<file path="config.mk">
export PLATFORM = sky130hd
export DESIGN_NAME = nibble_serial_add_seq
export DESIGN_NICKNAME = d
export VERILOG_FILES = /design/src/rtl/nibble_serial_add_seq.sv
export SDC_FILE = /design/constraint.sdc
export NUM_CORES = 1
export LEC_CHECK = 0
export ABC_CLOCK_PERIOD_IN_PS = 2200
export CAP_MARGIN = 10
export CORE_MARGIN = 4
export CORE_UTILIZATION = 55
export DETAILED_ROUTE_END_ITERATION = 8
export DONT_BUFFER_PORTS = 1
export PLACE_DENSITY_LB_ADDON = 0.25
export SLEW_MARGIN = 20
export SYNTH_ARGS = -nofsm -noshare
export SYNTH_HDL_FRONTEND = slang
export SYNTH_SLANG_ARGS = --single-unit
</file>
<file path="constraint.sdc">
create_clock -name clk -period 2.2 [get_ports clk]
set_input_delay 0.33 -clock clk [delete_from_list [all_inputs] [get_ports clk]]
set_output_delay 0.33 -clock clk [all_outputs]
set_load 0.005 [all_outputs]
</file>
<file path="src/rtl/nibble_serial_add_seq.sv">
// rtl/nibble_serial_add_seq.sv - drives a 4-bit adder slice one nibble per clock to build a wide add.
module nibble_serial_add_seq #(
    parameter int NIBBLES = 4
) (
    input  logic                   clk,
    input  logic                   rst,
    input  logic                   in_valid,
    output logic                   in_ready,
    input  logic [4*NIBBLES-1:0]   op_a,
    input  logic [4*NIBBLES-1:0]   op_b,
    input  logic                   op_cin,
    output logic [3:0]             add_x,
    output logic [3:0]             add_y,
    output logic                   add_cin,
    input  logic [3:0]             add_s,
    input  logic                   add_cout,
    output logic                   out_valid,
    input  logic                   out_ready,
    output logic [4*NIBBLES-1:0]   out_sum,
    output logic                   out_cout,
    output logic                   out_ovf
);
    localparam int W  = 4 * NIBBLES;
    localparam int IW = $clog2(NIBBLES);
    localparam logic [IW-1:0] LAST_IDX = IW'(NIBBLES - 1);

    typedef enum logic [1:0] {
        IDLE = 2'd0,
        ADD  = 2'd1,
        DONE = 2'd2
    } state_t;

    state_t          state_q;
    logic [W-1:0]    a_q;
    logic [W-1:0]    b_q;
    logic [W-1:0]    sum_q;
    logic [IW-1:0]   idx_q;
    logic            carry_q;

    always_ff @(posedge clk) begin
        if (rst) begin
            state_q <= IDLE;
            a_q     <= '0;
            b_q     <= '0;
            sum_q   <= '0;
            idx_q   <= '0;
            carry_q <= 1'b0;
        end else begin
            case (state_q)
                IDLE: begin
                    if (in_valid) begin
                        a_q     <= op_a;
                        b_q     <= op_b;
                        sum_q   <= '0;
                        carry_q <= op_cin;
                        idx_q   <= '0;
                        state_q <= ADD;
                    end
                end
                ADD: begin
                    // The slice is combinational, so its result for this nibble is ready now.
                    sum_q[4*idx_q +: 4] <= add_s;
                    carry_q             <= add_cout;
                    if (idx_q == LAST_IDX) begin
                        idx_q   <= '0;
                        state_q <= DONE;
                    end else begin
                        idx_q <= idx_q + 1'b1;
                    end
                end
                DONE: begin
                    if (out_ready) begin
                        state_q <= IDLE;
                    end
                end
                default: state_q <= IDLE;
            endcase
        end
    end

    logic adding;
    logic done;
    assign adding = (state_q == ADD);
    assign done   = (state_q == DONE);

    assign in_ready  = (state_q == IDLE);
    assign out_valid = done;

    assign add_x   = adding ? a_q[4*idx_q +: 4] : 4'd0;
    assign add_y   = adding ? b_q[4*idx_q +: 4] : 4'd0;
    assign add_cin = adding ? carry_q : 1'b0;

    // Result outputs are zero outside DONE so partial sums never leak downstream.
    assign out_sum  = done ? sum_q : '0;
    assign out_cout = done ? carry_q : 1'b0;
    assign out_ovf  = done && (a_q[W-1] == b_q[W-1]) && (sum_q[W-1] != a_q[W-1]);
endmodule
</file>
==> out/qor.txt <==
Outcome = finished clean
CP bufs+invs = 0
Reg2reg setup slack = 0.50 ns
Worst Path Class, Setup = register to primary output
Mean Syn Cell Area = 9.24 um^2
HP Class = input pin to register
Syn nets = 327
Critical R2R Launch = state_q[0]$_SDFFE_PP0P_
Clock skew = 0.00625 ns
XOR/XNOR Fraction of Synth Area = 0%
DIE WIDTH = 76.5 um
Top FF cell, synth = dfxtp_1
GRT Total Usage = 18.2%
First-pass GRT wire length = 8690 um
CTS Sinks = 53
CP max stage delay = 0.69 ns
Mapped Cells = 279
Max Cap Violations = 0
FP Rows = 24
Clock transition at path regs = 0.10 ns
GP Congestion = 0.773
Post-layout min period = 2.03 ns
Vias per std cell = 5.67
Simple-gate share of the synthesized area = 24.1%
Die area = 0.00585 mm^2
Pwr Density = 727 mW/mm^2
Final Max Tran Viols = 0
YS warnings = 0
Hold Buf Count CTS = 0
Post-DP HPWL = 3710 um
Largest area contributor in the netlist = dfxtp_1
Sequential area share after synthesis = 41.2%
Post-synthesis mux area share = 9.61%
Fmax = 492 MHz
Clock latency on the worst-skew pair = 0.30 ns
Rel. slew slack = 62.4%
Most common cell in the netlist = nand2_1
Final Cycle Share = 92.4%
RSZ-0062 raised after global routing = no
IO Port Bufs = 0
Total Power = 1.92 mW
Drt wl/cell = 15.9 um
Remaining antenna violation count after routing = 0
Largest net degree at the start of global routing = 50
Diode count = 0
Vias = 1843
First DRT Iteration DRCs = 91
CP Cell Sequence = and2b_1 -> and2_1
Total leakage power = 0.984 nW
Peak supply drop = 0.000441 V
Asr flop ratio synth = 0%
Compound-Gate Fraction of Synth Area = 14.9%
Total congestion overflow = 0
# H-tree levels = 2
Share of the synthesized area in the top cell type = 41.2%
Ports = 71
Layout net count = 320
Crit. End Element = primary output
Commonest cells in the netlist = nand2_1 (69), dfxtp_1 (53), a21oi_1 (35)
Slowest CP cell = dfxtp_1
CP max FO = 14
Initial cell density of the core = 58.0%
PostCTS Resize Cnt = 0
Total negative slack = 0 ns
Drt total wl = 5170 um
Layout cell share with drive strength beyond 1 = 11.0%
Hold Startpoint = rst
Crit start category = register
TritonRoute pass-1 iters = 4
Root Driver = clkbuf_8
R2R Path End = sum_q[2]$_SDFFE_PP0P_
Data arrival, critical path = 1.70 ns
Final Hold Vio Count = 0
Delay-heaviest family, CP = simple AND/OR/NAND/NOR gates
Antenna violations before repair = 0
Hold path endpoint = a_q[8]$_SDFFE_PP0P_
Setup violators final = 0
# Post-CTS Setup Buffers = 0
WP data required = 1.87 ns
Clock Path Buffers = 2
Die H = 76.5 um
EDFF count, synth = 0
TritonCTS clock tree = yes
Main area contributors after synthesis = dfxtp_1 (41%), nand2_1 (10%), a21oi_1 (6.8%), and2_1 (5.8%), mux4_2 (4.4%)
Vias in the first global route = 1860
Post-Synth Adder-Cell Area = 2.91%
Slew @ Worst Pin = 0.563 ns
Worst r2r path cells = 3
Post-synth cell types = 41
Synthesis-to-layout area growth = 2.38%
Worst Hold Depth = 1
Largest family of logic cells by synthesized area = simple AND/OR/NAND/NOR gates
Cell area after synthesis = 0.00258 mm^2
DRC Markers = 0
TritonCTS Buffers = 5
Yosys reg bits = 53
Core box area = 0.00444 mm^2
worst max path at each step:
stage | startpoint | end | slack (ns) | cells past startpoint
6_report | state_q[0]$_SDFFE_PP0P_ | add_y[1] | 0.17 | 2
5_1_grt | state_q[0]$_SDFFE_PP0P_ | add_y[1] | 0.03 | 2
4_1_cts | state_q[0]$_SDFFE_PP0P_ | add_y[1] | 0.17 | 2
3_5_place_dp | state_q[0]$_SDFFE_PP0P_ | add_y[3] | 0.50 | 2
3_3_place_gp | state_q[0]$_SDFFE_PP0P_ | add_y[3] | 0.53 | 2
2_1_floorplan | idx_q[1]$_SDFFE_PP0P_ | sum_q[4]$_SDFFE_PP0P_ | 0.50 | 6
cell usage in the layout, fill, tap and decap left out, types with 2 or more instances in the layout:
cell,instances
nand2_1,69
a21oi_2,3
nor2b_1,6
clkbuf_8,6
mux4_1,3
buf_4,5
mux4_2,5
o2bb2ai_1,8
nand4_1,2
nand2b_1,5
a22o_1,8
nor2_1,4
inv_1,6
ha_1,6
and2_1,24
mux2_4,3
a21oi_1,35
dfxtp_1,53
power breakdown:
part	switching [mW]	internal, mW	total, mW
logic	0.114	0.0904	0.204
clock network	0.312	0.370	0.682
registers	0.0285	1.00	1.03
metrics by stage:
step	utilization [%]	hold slack [ns]	worst slack (ns)	area (um^2)	std cells
after floorplan	-	0.424	0.499	2580	279
after global placement	56.7	0.410	0.532	2520	317
after detailed placement	56.7	0.411	0.502	2520	317
after CTS	59.4	0.0744	0.172	2640	325
after global routing	59.4	0.0687	0.0331	2640	325
final	59.4	0.105	0.167	2640	325
kinds of logic (layout without fill, tap and decap cells):
group / count (synthesis) / count (layout)
and+or+nand+nor: 122 / 122
AOI/OAI and AO/OA: 60 / 60
DFF: 53 / 53
buffers and inverters: 26 / 20
muxes: 12 / 12
adders and majority gates: 6 / 6
per-layer routing:
layer  GRT usage (%)  up-vias  wire [um]
met1            21.7      847       2130
met5               0        -          0
li1                -      930          -
met3            6.62        5        426
met4            5.80        0         60
met2            30.5       61       2550
flip-flops by register name, indices dropped and copies added, names as in the netlist:
register,cells
a_q,16
b_q,16
sum_q,16
idx_q,2
state_q,2
carry_q,1
cell type report:
class / instances / area [um^2]
multi-input combinational: 200 / 1330
tap: 52 / 65.1
clock inverter: 2 / 37.5
sequential: 53 / 1060
clock buffer: 6 / 82.6
fill: 411 / 1810
inverter: 7 / 26.3
timing repair buffer: 5 / 37.5
No activity file was read; power rests on OpenSTA's default activity.
